--- src/rtl/tx_arb_pkg.sv ---
// tx_arb_pkg: shared types and constants for the UART transmit arbiter.
// Holds the FSM encoding, the byte width and a wrap-around index helper.
package tx_arb_pkg;

  localparam int UART_DW = 8;

  typedef enum logic [1:0] {
    ARB_IDLE = 2'd0,
    ARB_SEND = 2'd1,
    ARB_WAIT = 2'd2
  } arb_state_t;

  function automatic int wrap_inc(input int i, input int n);
    return (i + 1 >= n) ? 0 : i + 1;
  endfunction

endpackage

--- src/rtl/tx_rr_pick.sv ---
// tx_rr_pick: combinational rotate-priority encoder.
// Ports: req (requests), ptr (start index) -> gnt_valid, gnt_idx.
module tx_rr_pick #(
  parameter  int NREQ = 4,
  localparam int IW   = $clog2(NREQ)
) (
  input  logic [NREQ-1:0] req,
  input  logic [IW-1:0]   ptr,
  output logic            gnt_valid,
  output logic [IW-1:0]   gnt_idx
);

  logic [2*NREQ-1:0] dbl;
  logic [NREQ-1:0]   rot;
  logic [IW-1:0]     off;
  logic [IW:0]       sum;
  logic [IW:0]       wrp;

  // rot[k] is the request of index ptr+k (mod NREQ)
  assign dbl = {req, req};
  assign rot = dbl[ptr +: NREQ];

  always_comb begin
    off = '0;
    for (int k = NREQ - 1; k >= 0; k--) begin
      if (rot[k]) off = IW'(k);
    end
  end

  assign sum = {1'b0, ptr} + {1'b0, off};
  assign wrp = (sum >= (IW+1)'(NREQ)) ? sum - (IW+1)'(NREQ) : sum;

  assign gnt_valid = |req;
  assign gnt_idx   = wrp[IW-1:0];

endmodule

--- src/rtl/tx_arb.sv ---
// tx_arb: round-robin scheduler sharing one UART tx core among NREQ clients.
// Ports: req/req_data/ack (clients), tx_din/tx_din_rdy/tx_rdy (tx core), busy/grant_id/tmo.
module tx_arb
  import tx_arb_pkg::*;
#(
  parameter  int NREQ    = 4,
  parameter  int TMO_CYC = 65535,
  localparam int IW      = $clog2(NREQ),
  localparam int CW      = $clog2(TMO_CYC + 1)
) (
  input  logic                    clk,
  input  logic                    rst,
  input  logic [NREQ-1:0]         req,
  input  logic [UART_DW*NREQ-1:0] req_data,
  output logic [NREQ-1:0]         ack,
  output logic [UART_DW-1:0]      tx_din,
  output logic                    tx_din_rdy,
  input  logic                    tx_rdy,
  output logic                    busy,
  output logic [IW-1:0]           grant_id,
  output logic                    tmo
);

  arb_state_t    state;
  logic [IW-1:0] ptr;
  logic [CW-1:0] cnt;
  logic          gnt_valid;
  logic [IW-1:0] gnt_idx;

  tx_rr_pick #(.NREQ(NREQ)) u_pick (
    .req       (req),
    .ptr       (ptr),
    .gnt_valid (gnt_valid),
    .gnt_idx   (gnt_idx)
  );

  always_ff @(posedge clk) begin
    if (rst) begin
      state      <= ARB_IDLE;
      ptr        <= '0;
      cnt        <= '0;
      ack        <= '0;
      tx_din     <= '0;
      tx_din_rdy <= 1'b0;
      busy       <= 1'b0;
      grant_id   <= '0;
      tmo        <= 1'b0;
    end else begin
      ack <= '0;
      tmo <= 1'b0;
      unique case (state)
        ARB_IDLE: begin
          if (tx_rdy && gnt_valid) begin
            tx_din     <= req_data[gnt_idx*UART_DW +: UART_DW];
            grant_id   <= gnt_idx;
            ack        <= NREQ'(1) << gnt_idx;
            tx_din_rdy <= 1'b1;
            busy       <= 1'b1;
            cnt        <= '0;
            ptr        <= IW'(wrap_inc(int'(gnt_idx), NREQ));
            state      <= ARB_SEND;
          end
        end
        ARB_SEND: begin
          if (!tx_rdy) begin
            tx_din_rdy <= 1'b0;
            state      <= ARB_WAIT;
          end else if (cnt == CW'(TMO_CYC - 1)) begin
            // core never took the byte; drop it, it was already acked
            tx_din_rdy <= 1'b0;
            tmo        <= 1'b1;
            busy       <= 1'b0;
            state      <= ARB_IDLE;
          end else begin
            cnt <= cnt + 1'b1;
          end
        end
        ARB_WAIT: begin
          if (tx_rdy) begin
            busy  <= 1'b0;
            state <= ARB_IDLE;
          end
        end
        default: state <= ARB_IDLE;
      endcase
    end
  end

endmodule

--- config.mk ---
export PLATFORM = sky130hd
export DESIGN_NAME = tx_arb
export DESIGN_NICKNAME = d
export VERILOG_FILES = /design/src/rtl/tx_arb_pkg.sv /design/src/rtl/tx_rr_pick.sv /design/src/rtl/tx_arb.sv
export SDC_FILE = /design/constraint.sdc
export NUM_CORES = 1
export LEC_CHECK = 0
export CORE_ASPECT_RATIO = 0.9
export CORE_UTILIZATION = 56
export DETAILED_ROUTE_END_ITERATION = 16
export DONT_BUFFER_PORTS = 1
export PLACE_DENSITY = 0.74
export SYNTH_ARGS = -nofsm -noshare
export SYNTH_HDL_FRONTEND = slang
export SYNTH_SLANG_ARGS = --single-unit
export TNS_END_PERCENT = 50
--- constraint.sdc ---
create_clock -name clk -period 3.1 [get_ports clk]
set_clock_uncertainty 0.1 [all_clocks]
set_input_delay 0.93 -clock clk [delete_from_list [all_inputs] [get_ports clk]]
set_output_delay 0.93 -clock clk [all_outputs]
set_load 0.02 [all_outputs]
After elaboration in Yosys (flattened, before gate mapping)
Index checks and enable logic that the tools add are counted.
{ "word_totals": {"ram_bits": 0, "mem_count": 0, "word_cells": 66, "output_inout_bits": 17, "regBits": 37, "in_bits": 39, "latchBits": 0, "rom_bits": 0} }
{ "op_classes": {"reduce_logical": 12, "eq_ne": 9, "multipliers": 0, "n_mux": 23, "div": 0, "n_shift": 3, "order_cmp": 2, "bitwise_logic": 4, "n_addsub": 4} }
{ "op_table": {"columns": ["op", "count"], "rows": [
  ["16-bit 2-to-1 mux", 3],
  ["16-bit one-hot mux with 2 select lines", 1],
  ["32-bit by 6-bit indexed part select with 8-bit output", 1],
  ["2-bit 2-to-1 mux", 10],
  ["16-bit by 1-bit adder with 16-bit output (second input constant)", 1],
  ["16-bit == test (second input constant)", 1],
  ["2-bit != test (second input constant)", 5],
  ["8-bit by 3-bit indexed part select with 4-bit output", 1],
  ["3-bit greater-or-equal comparator (second input constant)", 2],
  ["1-bit 2-to-1 mux", 6],
  ["2-bit one-hot mux with 3 select lines", 1],
  ["3-bit AND reduction", 2],
  ["3-bit OR reduction", 2],
  ["5-bit AND reduction", 1],
  ["1-bit NOT", 4],
  ["4-bit AND reduction", 1],
  ["4-bit OR reduction", 1],
  ["1-bit by 2-bit left shift with 4-bit output (first input constant)", 1],
  ["2-bit by 1-bit adder with 3-bit output (second input constant)", 1],
  ["2-bit by 2-bit adder with 3-bit output", 1],
  ["3-bit != test (second input constant)", 1],
  ["1-bit one-hot mux with 3 select lines", 1],
  ["3-bit nonzero test", 1],
  ["2-bit by 1-bit == test with 1-bit output (second input constant)", 1],
  ["7 further kinds", 7]
]} }

Depth between registers and ports, before layout
Gate-level depths: netlist of the first run.
{ "logic_depth": {"depth_word": 11, "ltp_mapped": 11, "depth_no_buf": 9} }

Modules after synthesis
Synthesis of the first run repeated with hierarchy kept, for this count alone.
{ "hier_totals": {"hier_cells": 260, "hier_area_um2": 2237.1} }
{ "by_module_without_submodules": {"columns": ["module", "seq_area_each_um2", "cells_per_inst", "instances", "area_per_inst_um2"], "rows": [
  ["tx_arb", 740.7, 233, 1, 2058.2],
  ["tx_rr_pick", 0.0, 27, 1, 178.9]
]} }

Worst setup path after synthesis of the first run
OpenSTA, ideal clock, no wires.
{ "synth_path": {"path_type": "input -> register", "from": "input port req[2]", "to": "register tx_din[1]", "slack_ps": -83, "path_buffers": 2, "setup_time_ps": 122, "arrival_ps": 2962, "required_time_ps": 2878, "stages": 10, "path_cell_list": "buf_6 > a221oi_1 > a31oi_1 > a211o_1 > ha_1 > xor2_1 > xnor2_2 > buf_6 > mux2_1 > a221o_1"} }
{ "synth_between": {"elab_chain_len": 9, "elab_cells_between_ends": 13, "cone_classes": "add/sub (2); order compare (1); shift (2); mux (5); reduce/logical (3)"} }
{ "synth_lines": {"columns": ["element", "line", "rtl"], "rows": [
  ["start: declaration", "tx_arb.sv:13", "input logic [NREQ-1:0] req,"],
  ["8-bit by 3-bit indexed part select with 4-bit output", "tx_rr_pick.sv:21", "assign rot = dbl[ptr +: NREQ];"],
  ["2-bit 2-to-1 mux (4 in a row)", "tx_rr_pick.sv:26", "if (rot[k]) off = IW'(k);"],
  ["2-bit by 2-bit adder with 3-bit output", "tx_rr_pick.sv:30", "assign sum = {1'b0, ptr} + {1'b0, off};"],
  ["3-bit greater-or-equal comparator / 2-bit by 1-bit subtractor with 2-bit output (equally long branches)", "tx_rr_pick.sv:31", "assign wrp = (sum >= (IW+1)'(NREQ)) ? sum - (IW+1)'(NREQ) : sum;"],
  ["2-bit 2-to-1 mux", "tx_rr_pick.sv:31", null],
  ["32-bit by 6-bit indexed part select with 8-bit output", "tx_arb.sv:54", "tx_din <= req_data[gnt_idx*UART_DW +: UART_DW];"],
  ["end signal: assignment", "tx_arb.sv:54", null],
  ["end: declaration", "tx_arb.sv:16", "output logic [UART_DW-1:0] tx_din,"]
]} }
Parallel ways exist; a longest one is shown, timed or not.
A chain may end at the register's enable or synchronous reset.

Final worst setup path of the first run
{ "layout_path": {"from": "input port req[0]", "to": "register tx_din[7]"} }
The elaborated chain is that of the path after synthesis.

==> flow_summary.toml, run 1 <==
[power_and_ir_drop]
clock_power_share_pct = 21.9
combinationalPowerShare_pct = 35.8
power.total_uw = 1630
seqPwrFrac_pct = 42.3
p_per_area_nw_per_um2 = 768
p_sw_uw = 629
swShare_pct = 38.6
irDropWorstVdd_mv = 0.555
intPower_uw = 999
p_leak_uw = 0.000761

[logic_synthesis]
synth_ff_type = "dfxtp_1"
syn_area_per_cell_sq_um = 9.18
synth_edf_count = 0
yosys_warnings = 0
async_reset_ff_share_pct = 0
ys_types = 47
syn_nets = 263
synth_cells = 217
ys_seq_area_share_pct = 37.2
syn_area_sq_um = 1990
ys_ff_latch = 37

[finish]
regArea_sq_um = 741
post-route-util_pct = 62.8
fillers = 298
diodes = 0
syn_to_final_growth_pct = 6.47
multi_input_area_sq_um = 1180
final_layout_size_suffix_gt1_share_pct = 13.8
nets = 263

[cts]
cts_resized = 0
cts-root-buf = "clkbuf_8"
cts_buffers = 5
hold_buffers = 0
cts.sinks = 37
cts_tree = "done"
clockBufferDepth = 2
h-tree-depth = 2
clk_latency_ps = 290
cts_setup_buffers = 0
cts.clk_slew.worst_paths_ps = 70

[sta]
fin_tns_setup_ps = 0
setup_viol = 0
hold_viol = 0
rsz0062_at_grt = "no"
fmax_mhz = 345
worst_pin_slew_ps = 1000
slew_headroom_pct = 33.2
hold_slack_ps = 420
period_share_pct = 93.6
finalWorstSetupSlack_ps = 200
drv_slew = 0
finalCriticalPeriod_ps = 2900

[setup_path]
cp_cell_sequence = "nor2_1, a221oi_2, a31oi_1, a211o_1, ha_2, xor2_2, xnor2_2, buf_4, mux2_1, a221o_1"
slowest_delay_ps = 350
cp_data_arrival_time_ps = 2980
worst_ep_required_time_ps = 3180
setup.worst_path.class = "in2reg"
crit_fanout = 15
setup.worst_path.start = "req[0]"
critPathLaunchType = "primary input"
worstReg2RegEnd = "tx_din[7]$_SDFFE_PP0P_"
r2r_slack_ps = 230
critPathSlowestCell = "mux2_1"
crit_end = "tx_din[7]$_SDFFE_PP0P_"
regToRegStartpoint = "ptr[0]$_SDFFE_PP0P_"
end_kind = "flop"
r2r_cells = 10

[placement]
dp_slack_ps = -200
gp_congestion = 0.753
port_buffers = 0
dp.final_hpwl_microns = 3050

[flow_run]
max_cap_viol_count = 0

[floorplanning]
die_x_microns = 64.9
io_pins = 56
core.rowCount = 20
start_util_pct = 59.0
coreArea_sq_um = 3380
die_area_sq_um = 3800
die_y_microns = 58.6

[run_status]
status = "complete, no violations"

[global_routing]
grt_first_pass_wirelength_microns = 6730
grt_usage_pct = 23.4
grt_max_degree = 17
grt.overflow.total = 0
grt_pass1_vias = 1446
antenna_found_initial = 0

[route]
vias = 1577
drt_iter0_markers = 63
drc = 0
dr.pass1.iters = 4
vias_per_cell = 6.02
drt_wl_total_microns = 4140
ant_nets = 0
wl_per_cell_microns = 15.8

[worst_hold_path]
hold_path.class = "reg2reg"
hold_start = "cnt[15]$_SDFFE_PP0P_"
metrics by stage:
stage / cell area (sq um) / instances
floorplan: 2010 / 217
global placement: 2020 / 254
detailed placement: 2020 / 254
CTS: 2110 / 262
global route: 2120 / 262
finish: 2120 / 262
flip-flops by register name, indices dropped and copies added, names as in the netlist:
register and count:
busy 1, tmo 1, ptr 2, state 2
cnt 16, grant_id 2, tx_din 8, ack 4
tx_din_rdy 1
layout by cell type (no fill, tap or decap), drive strengths merged, types with 2 or more instances in the layout:
cell type and instances:
nor4 3, a211o 2, nor3 6, dfxtp 37, nand2 13, nor2b 3, a21oi 7, mux2 8
clkinv 2, nor2 40, nand3b 2, xor2 8, a221o 8, o21ai 4, nand3 9, inv 6
or3 3, nand4 6, a31oi 3, xnor2 6, a32o 8, o21a 2, and2 2, ha 7
clkbuf 6, buf 4
how the worst min path moves through the flow:
stage	cells after the start	slack, ps	end
6_report	2	420	cnt[15]$_SDFFE_PP0P_
5_1_grt	2	440	cnt[15]$_SDFFE_PP0P_
4_1_cts	2	420	cnt[4]$_SDFFE_PP0P_
3_5_place_dp	2	410	cnt[15]$_SDFFE_PP0P_
3_3_place_gp	2	400	cnt[15]$_SDFFE_PP0P_
2_1_floorplan	2	380	cnt[15]$_SDFFE_PP0P_
synthesized netlist by cell type, types with 3 or more instances:
library cell	number	share of area, %
dfxtp_1	37	37
nor2_1	35	6.6
nand2_1	13	2.4
a221o_1	8	4.0
a32o_1	8	4.0
mux2_1	8	4.5
nand3_1	8	2.0
xor2_1	8	3.5
a21oi_1	7	1.8
ha_1	7	4.4
inv_1	6	1.1
nand4_1	6	1.9
nor3_1	5	1.3
xnor2_1	5	2.2
buf_6	4	2.3
nor2_4	4	2.3
o21ai_0	4	1.0
buf_2	3	0.75
nor2b_1	3	0.94
nor4_1	3	0.94
or3_1	3	0.94
final cells by class:
cell class                 instances  share of cell area [%]
clock buffer                       6                    3.89
clock inverter                     2                   0.649
inverter                           6                    1.06
timing repair buffer               4                    1.42
sequential                        37                    34.9
multi-input combinational        163                    55.5
tap                               44                    2.60
kinds of logic after synthesis:
kind of cell	share of synthesized area (%)
buffers and inverters	4.96
flip-flops	37.2
multiplexers	5.03
adder cells (fa/ha/maj)	4.40
AO/OA/AOI/OAI	17.6
AND/OR/NAND/NOR	24.3
XOR/XNOR	6.53
per-layer routing:
metal  global-route usage [%]  up-vias  part of all wire, %
met4                     10.5        0                  2.0
met5                        0        -                    0
met1                     27.8      739                   42
met2                     39.9       44                   52
li1                         -      784                    -
met3                     6.20       10                  4.0
worst max-delay path: cells and delay by family:
kind,cells,cell delay (ps)
xor gates and xnor gates,2,310
adders and majority gates,1,180
buffers and inverters,1,230
AOI/OAI and AO/OA,4,940
muxes,1,350
and+or+nand+nor,1,30
power by group through the flow:
stage	clock [uW]	combinational [uW]	sequential (uW)
2_1_floorplan	0	499	665
3_3_place_gp	0	540	694
5_1_grt	387	642	696
3_5_place_dp	0	572	699
4_1_cts	365	575	688
6_report	356	584	689
Note: power is estimated with default switching activity, not from simulation.
==> run 2: changes to the inputs <==
--- a/config.mk
+++ b/config.mk
@@ -9,6 +9,7 @@
 export CORE_UTILIZATION = 56
 export DETAILED_ROUTE_END_ITERATION = 16
 export DONT_BUFFER_PORTS = 1
+export GPL_TIMING_DRIVEN = 0
 export PLACE_DENSITY = 0.74
 export SYNTH_ARGS = -nofsm -noshare
 export SYNTH_HDL_FRONTEND = slang
==> run 2 against run 1 <==
Effect of this change:
- via count up 2.1%
- global-route usage down 0.39 points
- hold slack better by 15 ps
- maximum frequency down 0.26%
- routed wire length down 1.4%
- die area unchanged
- clock power down 4%
- flip-flop and latch count unchanged
- register-to-register slack better by 30 ps
- sequential power down 2.9%
- power down 0.25%
==> flow_summary.toml, run 2 (synthesized netlist as in run 1, its figures left out) <==
[run_status]
status = "complete, no violations"

[finish]
top_regs = "cnt (16), tx_din (8), ack (4)"
diodes = 0
final_cells = 268
nets = 270
post-route-util_pct = 64.1
largest_reg_flops = 16
final_cell_mix = "37 x dfxtp_1, 35 x nor2_1, 13 x nand2_1"
final_layout_size_suffix_gt1_share_pct = 14.3
syn_to_final_growth_pct = 8.67
final_common_cell = "dfxtp_1"
regMostFlops = "cnt"

[placement]
dp_cells = 261
dp.final_hpwl_microns = 3100
port_buffers = 0
dp_slack_ps = -170
gp_congestion = 0.801

[setup_path]
end_kind = "flop"
cp_data_arrival_time_ps = 2990
critPathLaunchType = "primary input"
cp_common_cell = "buf_6"
timing.critical_path.buf_inv = 2
slowest_delay_ps = 350
path_delay_family = "compound AO/OA/AOI/OAI gates"
setup.worst_path.class = "in2reg"
critPathSlowestCell = "mux2_1"
worst_ep_required_time_ps = 3180
crit_fanout = 10
cp_cell_sequence = "buf_6, a221oi_2, a31oi_1, a211o_1, ha_2, xor2_2, xnor2_2, buf_6, mux2_1, a221o_1"

[worst_hold_path]
hold_path.class = "reg2reg"

[floorplanning]
coreArea_sq_um = 3380
core.rowCount = 20
start_util_pct = 59.0
die_x_microns = 64.9
die_y_microns = 58.6
die_area_sq_um = 3800
io_pins = 56

[route]
ant_nets = 0
drt_iter0_markers = 100
drt_wl_total_microns = 4080
drc = 0
vias = 1610
vias_per_cell = 6.01
dr.pass1.iters = 4
wl_per_cell_microns = 15.2

[cts]
cts-root-buf = "clkbuf_8"
cts_tree = "done"
cts.sinks = 37
cts.clk_slew.worst_paths_ps = 70
h-tree-depth = 2
clk_latency_ps = 290
clockBufferDepth = 2
cts_buffers = 5

[sta]
worst_pin_slew_ps = 595
rsz0062_at_grt = "no"
drv_slew = 0
finalCriticalPeriod_ps = 2910
hold_viol = 0
fin_tns_setup_ps = 0
fmax_mhz = 344
finalWorstSetupSlack_ps = 192
setup_viol = 0
period_share_pct = 93.8
slew_headroom_pct = 60.1

[global_routing]
grt_max_degree = 12
antenna_found_initial = 0
grt_usage_pct = 23.0
grt.overflow.total = 0
grt_first_pass_wirelength_microns = 6710
grt_pass1_vias = 1516

[flow_run]
max_cap_viol_count = 0

[power_and_ir_drop]
p_leak_uw = 0.000782
p_per_area_nw_per_um2 = 750
irDropWorstVdd_mv = 0.487
[run 2: repair_timing]
item	4_1_cts	5_1_grt
hold buffers	0	0
buffers inserted	0	0
endpoints found under the setup margin	0	1
gates resized for setup	0	2
[run 2: metal layers]
metal / wire length (microns) / vias to the layer above / GRT usage (%)
li1: - / 796 / -
met1: 1730 / 778 / 27.3
met2: 2130 / 32 / 40.5
met3: 197 / 4 / 5.43
met4: 34 / 0 / 8.89
met5: 0 / - / 0
[run 2: stage by stage]
step | hold WS, ps | cell area (sq um) | total power [uW]
after global placement | 395 | 2060 | 1250
after floorplan | 379 | 2010 | 1160
final | 434 | 2160 | 1620
after CTS | 431 | 2150 | 1620
after detailed placement | 416 | 2060 | 1280
after global routing | 476 | 2160 | 1720
[run 2: area by class of cell]
type | count | area [sq um]
plain buffers | 11 | 76.3
clock buffers | 6 | 82.6
clock inverters | 1 | 7.51
fillers | 312 | 1210
inverters | 6 | 22.5
multi-input cells | 163 | 1180
flip-flops and latches | 37 | 741
well taps | 44 | 55.1
[run 2: power by group]
| part | internal (uW) | total (uW) | leakage, uW | switching [uW] |
|---|---|---|---|---|
| combinational | 272 | 612 | 0.000438 | 340 |
| sequential | 551 | 669 | 0.000301 | 118 |
| clock | 176 | 343 | 0.0000433 | 167 |
| total | 999 | 1620 | 0.000782 | 625 |
[run 2: worst register-to-register path, stage by stage, from the launching register on]
cell and delay [ps]:
dfxtp_1 350, buf_2 210, nor2_1 90, a221oi_2 260
a31oi_1 70, a211o_1 290, ha_2 190, xor2_2 160
xnor2_2 190, buf_6 180, mux2_1 350, a221o_1 310
[run 2: path summary, 6_finish.rpt]
kind / start / end / slack [ps] / depth (start not counted)
min: cnt[2]$_SDFFE_PP0P_ / cnt[2]$_SDFFE_PP0P_ / 430 / 2
min reg2reg: cnt[2]$_SDFFE_PP0P_ / cnt[2]$_SDFFE_PP0P_ / 430 / 2
max reg2reg: ptr[0]$_SDFFE_PP0P_ / tx_din[7]$_SDFFE_PP0P_ / 260 / 11
max: req[2] / tx_din[7]$_SDFFE_PP0P_ / 190 / 10
==> run 3: changes to the inputs <==
--- a/config.mk
+++ b/config.mk
@@ -6,11 +6,10 @@
 export NUM_CORES = 1
 export LEC_CHECK = 0
 export CORE_ASPECT_RATIO = 0.9
-export CORE_UTILIZATION = 56
+export CORE_UTILIZATION = 39
 export DETAILED_ROUTE_END_ITERATION = 16
 export DONT_BUFFER_PORTS = 1
 export GPL_TIMING_DRIVEN = 0
-export PLACE_DENSITY = 0.74
 export SYNTH_ARGS = -nofsm -noshare
 export SYNTH_HDL_FRONTEND = slang
 export SYNTH_SLANG_ARGS = --single-unit
==> run 3 against run 2 <==
Effect of this change:
- critical path depth fell by 1
- combinational power hardly changed
- power is 5.1% higher
- die area grew 42%
- register-to-register slack worse by 90 ps
- maximum frequency is 3.4% lower
- largest power group unchanged
==> flow_summary.toml, run 3 (synthesized netlist as in run 1, its figures left out) <==
[run_status]
status = "complete, no violations"

[finish]
syn_to_final_growth_pct = 10.9
final_cell_mix = "37 x dfxtp_1, 35 x nor2_1, 13 x nand2_1"
regMostFlops = "cnt"
top_regs = "cnt (16), tx_din (8), ack (4)"
diodes = 0
fillers = 493
final_layout_size_suffix_gt1_share_pct = 14.7
largest_reg_flops = 16
nets = 270
final_common_cell = "dfxtp_1"
post-route-util_pct = 45.4

[setup_path]
critPathLaunchType = "primary input"
setup.worst_path.class = "in2reg"
crit_fanout = 10
critPathSlowestCell = "nor3b_2"
timing.critical_path.buf_inv = 2
path_delay_family = "simple AND/OR/NAND/NOR gates"
worst_ep_required_time_ps = 3240
slowest_delay_ps = 610
cp_cell_sequence = "buf_6, a221oi_2, a31oi_1, a211o_1, ha_2, nor3b_2, nor2b_1, buf_6, a221o_1"
end_kind = "flop"
cp_data_arrival_time_ps = 3150
cp_common_cell = "buf_6"

[worst_hold_path]
hold_path.class = "reg2reg"

[placement]
gp_congestion = 0.760
port_buffers = 0
dp_slack_ps = -206
dp.final_hpwl_microns = 2880

[floorplanning]
core.rowCount = 24
die_x_microns = 77.3
die_area_sq_um = 5400
start_util_pct = 40.9
io_pins = 56
die_y_microns = 69.8
coreArea_sq_um = 4860

[sta]
slew_headroom_pct = 53.0
worst_pin_slew_ps = 702
finalWorstSetupSlack_ps = 90.2
hold_viol = 0
period_share_pct = 97.1
fmax_mhz = 332
drv_slew = 0
finalCriticalPeriod_ps = 3010
hold_slack_ps = 424
setup_viol = 0

[route]
dr.pass1.iters = 6
drt_wl_total_microns = 4050
drc = 0
vias_per_cell = 5.30
wl_per_cell_microns = 14.0
ant_nets = 0
drt_iter0_markers = 75
vias = 1538

[cts]
cts.sinks = 37
cts-root-buf = "clkbuf_8"
clk_latency_ps = 290
clockBufferDepth = 2
cts_setup_buffers = 0
cts_tree = "done"
h-tree-depth = 2
cts.clk_slew.worst_paths_ps = 80
cts_buffers = 5
hold_buffers = 0

[flow_run]
max_cap_viol_count = 0

[global_routing]
grt.overflow.total = 0
antenna_found_initial = 0
grt_pass1_vias = 1463
grt_usage_pct = 16.1
grt_max_degree = 14
grt_first_pass_wirelength_microns = 6860

[power_and_ir_drop]
irDropWorstVdd_mv = 0.355
p_leak_uw = 0.000789
p_per_area_nw_per_um2 = 772
-- run 3: cell count changes in the layout (fill, tap and decap cells not counted), sizes merged --
| cell | previous run | this run |
|---|---|---|
| clkinv | 0 | 1 |
| clkbuf | 9 | 8 |
| bufinv | 0 | 1 |
-- run 3: worst paths after layout --
kind | startpoint | endpoint | slack (ps) | cells after the start
setup / recovery | req[2] | tx_din[0]$_SDFFE_PP0P_ | 90 | 9
hold / removal | cnt[2]$_SDFFE_PP0P_ | cnt[2]$_SDFFE_PP0P_ | 420 | 2
setup reg to reg | ptr[0]$_SDFFE_PP0P_ | tx_din[0]$_SDFFE_PP0P_ | 170 | 10
hold reg to reg | cnt[2]$_SDFFE_PP0P_ | cnt[2]$_SDFFE_PP0P_ | 420 | 2
-- run 3: power breakdown --
part	switching (uW)	leakage [uW]	internal [uW]
Combinational	343	0.000434	267
Clock	189	0.0000543	241
Sequential	116	0.000301	551
-- run 3: final cells by class --
class / instances / area (sq um) / area share (%)
Multi-Input combinational cell: 163 / 1170 / 53.1
Sequential cell: 37 / 741 / 33.5
Tap cell: 65 / 81.3 / 3.68
Buffer: 11 / 76.3 / 3.45
Clock buffer: 5 / 68.8 / 3.11
Clock inverter: 3 / 46.3 / 2.10
Inverter: 6 / 22.5 / 1.02
-- run 3: worst min-delay path, cell delays in order, from the launching register on --
cell	delay (ps)
dfxtp_1	340
o21ai_0	80
a21oi_1	60
-- run 3: metrics by stage --
stage | instance area, sq um | total power, uW | setup TNS, ps | instances
floorplan | 2010 | 1160 | 0 | 217
global placement | 2090 | 1280 | -1910 | 282
detailed placement | 2090 | 1280 | -1850 | 282
CTS | 2200 | 1720 | 0 | 290
global route | 2210 | 1820 | -1.13 | 290
finish | 2210 | 1710 | 0 | 290
-- run 3: routing by layer --
metal  part of all wire (%)  vias up  global-route usage, %
met4                    1.5        0                   5.66
met1                     50      685                   21.3
met5                      0        -                      0
met2                     43       49                   24.3
met3                    6.3        8                   5.53
li1                       -      796                      -
-- run 3: what timing repair did --
action	4_1_cts	5_1_grt
hold endpoints to repair	0	0
endpoints found under the setup margin	0	1
gates resized for setup	0	1
==> RTL change: new RTL, flow settings as in run 1 <==
Reset style: asynchronous (`rst`), changed in one clocked block.
--- a/src/rtl/tx_arb.sv
+++ b/src/rtl/tx_arb.sv
@@ -36,3 +36,3 @@
 
-  always_ff @(posedge clk) begin
+  always_ff @(posedge clk or posedge rst) begin
     if (rst) begin
Formal check against the unedited RTL: differs if rst is asserted again (counterexample within 4 cycles, from zero or initial values and one cycle with rst high); with rst held inactive, the same outputs for 10 cycles.
==> RTL change against run 1 <==
- die area up 10%
- worst setup slack better by 0.32 ns
- synthesized cell count up 5.5%
- via count up 0.44%
- wire length down 5.3%
- sequential cell count unchanged
- combinational power up 59%
- design area up 9.4%
- cell count up 3.1%
- total power up 39%
- global-route usage down 3.4 points
- synthesized area up 10%
- utilization down 0.60 points
==> RTL change: results (changes against run 1) <==
LEAKAGEPOWER_nW=1.06  # +40%
DR.FIRST_ITER.DRC_COUNT=42  # -33%
NUMPLACEDINSTANCES=262  # +3.1%
P_SW_SHARE_PCT=39.0  # +0.40 points
SYNTH_FP_NETS=275  # +4.6%
CRIT_SLOWEST_CELL='sky130_fd_sc_hd__xnor2_1'
YOSYS.CELL_TYPES.COUNT=47  # unchanged
FINALNETCOUNT=269  # +2.3%
RUN_STATUS='finished, final reports clean'
VIA_COUNT_OF_THE_FIRST_GLOBAL_ROUTING_PASS=1359  # -6.0%
GRT_MAX_DEGREE=38  # +21
GRTUSAGETOTAL_PCT=20.0  # -3.4 points
FINAL_LAYOUT_SIZE_SUFFIX_GT1_SHARE_PCT=9.82  # -3.9 points
PLACE_CONGESTION=0.786  # +4.3%
GRT_FIRST_PASS_WIRELENGTH_MM=6.07  # -9.7%
FILLER_CELL_COUNT=317  # +6.4%
DP_SLACK_NS=0.190  # +0.390 ns
ROUTE.VIAS.TOTAL=1584  # +0.44%
CPPEAKSTAGEDELAY_NS=0.22  # -0.13 ns
MAIN_AREA_CONTRIBUTORS_AFTER_SYNTHESIS='sky130_fd_sc_hd__dfrtp_1, sky130_fd_sc_hd__mux2i_1, sky130_fd_sc_hd__nand2_1'
WORST_EP_ARRIVAL_TIME_NS=2.64  # -0.34 ns
DPL.HPWL_MM=2.75  # -9.8%
SYN_AREA_PER_CELL_UM2=9.60  # +4.6%
SYNTH-ASYNC-RESET-RATIO_PCT=100  # +100 points
VIASPERCELL=5.87  # -2.5%
WORST_SLEW_PIN_SLEW_NS=0.482  # -0.519 ns
WL_PER_CELL_UM=14.5  # -8.1%
IRDROPWORSTVDD_mV=0.537  # -3.4%
-- RTL change: worst paths after layout --
path,startpoint,endpoint,slack (ns),cells after the start
max in group asynchronous,rst,ack[3],2.05,2
worst max register to register,ptr[0],tx_din[2],0.60,11
worst max-delay path,req[2],tx_din[2],0.52,11
worst min-delay path,state[0],state[0],0.42,1
worst min register to register,state[0],state[0],0.42,1
min in group asynchronous,rst,tx_din[5],0.53,2
-- RTL change: cells by family after synthesis --
family,after synthesis,synth area share [%]
XOR/XNOR,16,6.72
multiplexers,19,8.94
adder cells (fa/ha/maj),7,3.98
buffers and inverters,28,7.00
AND/OR/NAND/NOR,93,21.4
AO/OA/AOI/OAI,29,9.85
flip-flops,37,42.1
-- RTL change: per-layer routing --
layer | routed length (um) | up-vias | track usage [%]
met5 | 0 | - | 0
met4 | 63 | 0 | 8.93
met3 | 160 | 8 | 5.56
met2 | 1790 | 33 | 30.1
met1 | 1910 | 761 | 27.0
li1 | - | 782 | -
-- RTL change: final cells by class --
type                    count  area, um2  area share [%]
flip-flops and latches     37        926            39.9
clock inverters             3       65.1            2.80
well taps                  46       57.6            2.48
clock buffers               5       68.8            2.97
inverters                  11       41.3            1.78
repair buffers              4       42.5            1.83
multi-input cells         164       1120            48.2
-- RTL change: power groups by stage --
stage	registers, W	logic, W	clock network [W]
floorplan	0.000801	0.000876	0
global placement	0.000851	0.000907	0
detailed placement	0.000852	0.000940	0
CTS	0.000845	0.000940	0.000503
global route	0.000866	0.00104	0.000523
finish	0.000845	0.000929	0.000492
-- RTL change: stage by stage --
| step | cell area, um2 | util [%] |
|---|---|---|
| floorplan | 2200 | - |
| global placement | 2190 | 58.6 |
| detailed placement | 2190 | 58.6 |
| CTS | 2320 | 62.2 |
| global route | 2320 | 62.2 |
| finish | 2320 | 62.2 |
